[src/rtl/cdb_rr_arbiter_pkg.sv]
// Shared constants for the common data bus round-robin arbiter.
// Holds default widths, requester index assignments and the "no tag" value.
package cdb_rr_arbiter_pkg;

    // Default configuration
    localparam int unsigned CDB_N_REQ   = 4;
    localparam int unsigned CDB_DATA_W  = 32;
    localparam int unsigned CDB_LABEL_W = 4;
    localparam int unsigned CDB_IDX_W   = 2;

    // Requester index assignment on the bus
    localparam int unsigned REQ_ALU = 0;
    localparam int unsigned REQ_MUL = 1;
    localparam int unsigned REQ_DIV = 2;
    localparam int unsigned REQ_LS  = 3;

    // Tag value reserved for "no reservation station"
    localparam int unsigned NO_TAG = 0;

    // Width of the optional performance counters
    localparam int unsigned CNT_W = 32;

endpackage

[src/rtl/cdb_rr_arbiter_pick.sv]
// Combinational rotate-priority encoder.
// Scans req starting at ptr and wrapping; returns the first set index.
// Ports:
//   req         : request vector
//   ptr         : index with highest priority this cycle
//   grant_c     : one-hot grant (all-zero when nothing requests)
//   grant_idx_c : index of the granted requester (0 when none)
//   any_c       : at least one requester is set
module rr_pick
    import cdb_rr_arbiter_pkg::*;
#(
    parameter int unsigned N_REQ = CDB_N_REQ,
    parameter int unsigned IDX_W = CDB_IDX_W
) (
    input  logic [N_REQ-1:0] req,
    input  logic [IDX_W-1:0] ptr,
    output logic [N_REQ-1:0] grant_c,
    output logic [IDX_W-1:0] grant_idx_c,
    output logic             any_c
);

    logic [IDX_W-1:0] sel_c;

    // First hit in rotated order wins; later hits are ignored via any_c
    always_comb begin
        grant_c     = '0;
        grant_idx_c = '0;
        any_c       = 1'b0;
        sel_c       = '0;
        for (int unsigned k = 0; k < N_REQ; k++) begin
            sel_c = IDX_W'((32'(ptr) + k) % N_REQ);
            if (!any_c && req[sel_c]) begin
                grant_c[sel_c] = 1'b1;
                grant_idx_c    = sel_c;
                any_c          = 1'b1;
            end
        end
    end

endmodule

[src/rtl/cdb_rr_arbiter.sv]
// Round-robin arbiter and registered broadcast stage for the common data bus.
// Accepts at most one result per cycle and rebroadcasts it one cycle later.
// Optional feature macro: CDB_PERF_CNT_EN adds per-requester accept counters
// (bcCount) and a stall counter (stallCount).
// Ports:
//   clk, nRST   : clock (rising edge), asynchronous active-low reset
//   require     : per-requester valid
//   dataIn      : flattened result data, slice i for requester i
//   labelIn     : flattened result tags, slice i for requester i
//   requireAC   : one-hot accept, combinational, zero during reset
//   BCEN        : broadcast valid
//   BCdata      : broadcast data
//   BClabel     : broadcast tag
//   BCsrc       : broadcast requester index
//   tagErr      : sticky, set when a tag-0 result was accepted
//   bcCount     : (optional) per-requester accepted-result counters
//   stallCount  : (optional) cycles with an eligible but ungranted requester
module cdb_rr_arbiter
    import cdb_rr_arbiter_pkg::*;
#(
    parameter int unsigned N_REQ   = CDB_N_REQ,
    parameter int unsigned DATA_W  = CDB_DATA_W,
    parameter int unsigned LABEL_W = CDB_LABEL_W,
    parameter int unsigned IDX_W   = CDB_IDX_W
) (
    input  logic                     clk,
    input  logic                     nRST,
    input  logic [N_REQ-1:0]         require,
    input  logic [N_REQ*DATA_W-1:0]  dataIn,
    input  logic [N_REQ*LABEL_W-1:0] labelIn,
    output logic [N_REQ-1:0]         requireAC,
    output logic                     BCEN,
    output logic [DATA_W-1:0]        BCdata,
    output logic [LABEL_W-1:0]       BClabel,
    output logic [IDX_W-1:0]         BCsrc,
    output logic                     tagErr
`ifdef CDB_PERF_CNT_EN
    ,
    output logic [N_REQ*CNT_W-1:0]   bcCount,
    output logic [CNT_W-1:0]         stallCount
`endif
);

    logic [IDX_W-1:0]   ptr;
    logic [N_REQ-1:0]   grant_c;
    logic [IDX_W-1:0]   grant_idx_c;
    logic               any_c;
    logic [IDX_W-1:0]   ptr_next_c;
    logic [DATA_W-1:0]  sel_data_c;
    logic [LABEL_W-1:0] sel_label_c;
    logic               tag_zero_c;

    rr_pick #(
        .N_REQ (N_REQ),
        .IDX_W (IDX_W)
    ) u_pick (
        .req         (require),
        .ptr         (ptr),
        .grant_c     (grant_c),
        .grant_idx_c (grant_idx_c),
        .any_c       (any_c)
    );

    // Accept is suppressed while reset is held
    assign requireAC = nRST ? grant_c : '0;

    // One-hot mux of the granted requester's payload
    always_comb begin
        sel_data_c  = '0;
        sel_label_c = '0;
        for (int unsigned i = 0; i < N_REQ; i++) begin
            if (grant_c[i]) begin
                sel_data_c  = dataIn[i*DATA_W +: DATA_W];
                sel_label_c = labelIn[i*LABEL_W +: LABEL_W];
            end
        end
    end

    assign tag_zero_c = (sel_label_c == LABEL_W'(NO_TAG));

    // Priority moves just past the winner, wrapping after the last requester
    assign ptr_next_c = (grant_idx_c == IDX_W'(N_REQ - 1)) ? '0
                                                           : grant_idx_c + IDX_W'(1);

    // Pointer and broadcast register; payload holds when nothing is broadcast
    always_ff @(posedge clk or negedge nRST) begin
        if (!nRST) begin
            ptr     <= '0;
            BCEN    <= 1'b0;
            BCdata  <= '0;
            BClabel <= '0;
            BCsrc   <= '0;
            tagErr  <= 1'b0;
        end else begin
            BCEN <= 1'b0;
            if (any_c) begin
                ptr <= ptr_next_c;
                if (tag_zero_c) begin
                    // Accepted to free the requester, but never put on the bus
                    tagErr <= 1'b1;
                end else begin
                    BCEN    <= 1'b1;
                    BCdata  <= sel_data_c;
                    BClabel <= sel_label_c;
                    BCsrc   <= grant_idx_c;
                end
            end
        end
    end

`ifdef CDB_PERF_CNT_EN
    // Accept counters per requester and cycles where someone was left waiting
    always_ff @(posedge clk or negedge nRST) begin
        if (!nRST) begin
            bcCount    <= '0;
            stallCount <= '0;
        end else begin
            for (int unsigned i = 0; i < N_REQ; i++) begin
                if (grant_c[i]) begin
                    bcCount[i*CNT_W +: CNT_W] <= bcCount[i*CNT_W +: CNT_W] + CNT_W'(1);
                end
            end
            if (|(require & ~grant_c)) begin
                stallCount <= stallCount + CNT_W'(1);
            end
        end
    end
`endif

endmodule
[config.mk]
export PLATFORM = sky130hd
export DESIGN_NAME = cdb_rr_arbiter
export DESIGN_NICKNAME = d
export VERILOG_FILES = /design/src/rtl/cdb_rr_arbiter_pkg.sv /design/src/rtl/cdb_rr_arbiter_pick.sv /design/src/rtl/cdb_rr_arbiter.sv
export SDC_FILE = /design/constraint.sdc
export NUM_CORES = 1
export LEC_CHECK = 0
export BUFFER_PORTS_ARGS = -buffer_cell sky130_fd_sc_hd__buf_2
export CORE_MARGIN = 10
export CORE_UTILIZATION = 25
export CTS_CLUSTER_DIAMETER = 30
export CTS_CLUSTER_SIZE = 12
export DETAILED_ROUTE_END_ITERATION = 12
export GPL_TIMING_DRIVEN = 0
export SYNTH_ARGS = -nofsm -noshare
export SYNTH_HDL_FRONTEND = slang
export SYNTH_HIERARCHICAL = 1
export SYNTH_SLANG_ARGS = --single-unit
[constraint.sdc]
create_clock -name clk -period 5.06 [get_ports clk]
set_clock_uncertainty 0.15 [all_clocks]
set_input_delay 1.518 -clock clk [delete_from_list [all_inputs] [get_ports clk]]
set_output_delay 1.518 -clock clk [all_outputs]
set_load 0.03 [all_outputs]
==> results.cfg <==
[sta]
fin_tns_setup_ns = 0
finalHoldViolations = 0
layout_setup_ws_ns = 0.0128
slew_violations = 0
timing.slew.headroom = 0.296
max_freq_mhz = 198
fin_crit_sh = 0.997
period_needed_ns = 5.05
tightest_slew_ns = 1.06
hold_slack_ns = 0.303
finalSetupViolCount = 0

[route]
ant_nets = 0
wl_per_cell_microns = 19.7
route.met3.wl_mm = 1.10
dr.pass1.iters = 4
drc_errors = 0
met2_length_mm = 6.71
m1WireLength_mm = 5.30
finalWirelength_mm = 13.2
top_layer_used = met4
drt_iter0_markers = 192
vias_per_cell = 5.09
vias = 3411

[floorplan]
initial_core_util = 0.254
rows = 40
ios = 194
dieArea_sq_um = 17000
die_w_microns = 130
die_height_microns = 130
core_area_sq_um = 12000

[status]
status = complete, no violations

[final_layout]
multi_input_area_sq_um = 1870
antennaDiodeCount = 0
layout-drive-gt1-share = 0.518
register_area_sq_um = 1050
fin_nets = 678
area_growth_syn_to_layout_pct = 49.2
fillers = 1232

[synth]
synth.distinct_cells = 33
synthTopCellsByArea = dfrtp_1 35%, mux2_2 11%, a221oi_1 8.6%
syn-instance-count = 312
avgSynthCellArea_sq_um = 9.74
yosys_warnings = 6
synth_top_area_frac = 0.346
synth_seq_cells = 42
yosysSeqAreaShare = 0.346
syn-num-nets = 468
netlist_area_sq_um = 3040
synth_largest_area_cell = dfrtp_1

[clock_tree]
clk_pin_slew_ns = 0.06
cts_made_buffers = 5
cts_hold_buf = 0
cts_tree = done
worstSkewPairLatency_ns = 0.28
htreeDepth = 2
cts_root_buf = clkbuf_16
clock_sinks = 42
clockBufferDepth = 2

[global_routing]
first_global_vias = 3789
overflow = 0
antenna_found_initial = 0
grt_first_pass_wirelength_mm = 19.6
grt.total_usage = 0.146
grt_max_degree = 47

[hold_path]
min-delay-start = tagErr
holdCritPathClass = flip-flop to flip-flop

[critical_path]
end_kind = output pin
startpoint = require[1]
crit_required_ns = 3.39
r2r_start = ptr[0]
startpoint_type = input port
worstPathArrival_ns = 3.38
worstPathMaxFanout = 5
setup.worst_path.class = input port to output pin

[flow_run]
maxCapViolations = 0

[placed_design]
gp_congestion = 0.829
dp_hpwl_mm = 10.3
portBuffers = 193
place_ws_ns = -0.727

[power]
vdd_drop_max_mv = 0.376
power_leakage_uw = 0.00215
power.density_nw_per_um2 = 998
## sequential cells by signal, summed over array words and instances (netlist names)
register  cells
BClabel       4
BCdata       32
BCsrc         2
BCEN          1
ptr           2
tagErr        1
## final timing paths
kind,to,slack (ns),cells after the start
setup / recovery,requireAC[2],0.01,9
hold / removal,tagErr,0.30,1
setup reg to reg,BCdata[28],0.77,16
hold reg to reg,tagErr,0.30,1
max in group asynchronous,BCsrc[0],2.83,1
min in group asynchronous,BCdata[0],1.28,1
## synth_stat cells, drive strengths merged
cell type / count
dfrtp: 42
mux2: 41
nand2: 36
nor2b: 31
o31ai: 31
a221oi: 30
clkbuf: 22
a22oi: 12
a21oi: 9
o21ai: 8
buf: 7
ha: 6
inv: 6
and2: 4
mux4: 4
nor2: 4
o22ai: 4
nand2b: 2
nand3b: 2
nor4: 2
a21o: 1
a32o: 1
and2b: 1
mux2i: 1
nor3: 1
nor4b: 1
o211ai: 1
o311ai: 1
o41a: 1
## critical path, cell delays in order
cell and delay [ns]:
buf_2 0.12, mux4_2 0.53, nor4b_4 0.39, buf_4 0.19
a22oi_1 0.08, o21ai_2 0.10, clkbuf_8 0.17, and2_2 0.12
buf_4 0.15
## routing by layer
metal	vias to the layer above	track usage
met3	8	0.0377
met1	1645	0.163
met4	0	0.0265
met2	149	0.272
li1	1609	-
met5	-	0
## layout make-up
| class | count | share of cell area |
|---|---|---|
| multi-input combinational | 235 | 0.413 |
| tap | 147 | 0.0406 |
| buffer | 26 | 0.0383 |
| clock inverter | 1 | 0.00110 |
| clock buffer | 7 | 0.0314 |
| sequential | 42 | 0.232 |
| inverter | 6 | 0.00497 |
| timing repair buffer | 206 | 0.239 |
## cells by family (layout without fill, tap and decap cells)
group	count (synthesis)	after routing	synth area share
buffers and inverters	35	246	0.0518
DFF	42	42	0.346
and+or+nand+nor	84	84	0.147
AOI/OAI and AO/OA	99	99	0.244
adders and majority gates	6	6	0.0247
muxes	46	46	0.187
## placed cells by master (no fill, tap or decap), types with 2 or more instances in the layout
master,synthesis,routed
buf_6,3,4
clkbuf_8,0,4
nand2_1,36,36
mux2_1,10,10
a22oi_1,12,8
o21ai_0,8,4
o31ai_1,31,31
nor2_1,4,4
a21oi_1,9,8
buf_4,0,17
dfrtp_1,42,42
mux4_2,2,3
clkbuf_1,22,16
o22ai_1,4,4
ha_1,6,6
nor4_1,2,2
a221oi_1,30,30
buf_2,3,190
mux2_2,31,31
nand2b_1,2,2
o21ai_2,0,4
nor2b_1,31,31
clkbuf_16,0,6
inv_1,6,6
nand3b_1,2,2
and2_4,0,2
a22oi_2,0,4
## where the power goes
part / total (uW) / internal (uW) / leakage [uW] / switching (uW)
Combinational: 3570 / 1580 / 0.00156 / 1990
Sequential: 632 / 547 / 0.000515 / 84.3
Clock: 327 / 196 / 0.0000739 / 131
## stage by stage
| stage | total power [uW] | instance area [sq um] | instances | util |
|---|---|---|---|---|
| 6_report | 4530 | 4540 | 670 | 0.379 |
| 5_1_grt | 4920 | 4540 | 670 | 0.379 |
| 4_1_cts | 4550 | 4510 | 668 | 0.377 |
| 3_5_place_dp | 4010 | 4200 | 652 | 0.351 |
| 3_3_place_gp | 3900 | 4200 | 652 | 0.351 |
| 2_1_floorplan | 3080 | 3050 | 312 | - |
## what timing repair did
item                       CTS  global route
resized for setup           29             6
pin swaps                    2             2
gates cloned                 0             0
setup endpoints to repair   14            14
setup buffers               11             3
Power figures use the tool's default switching activity.
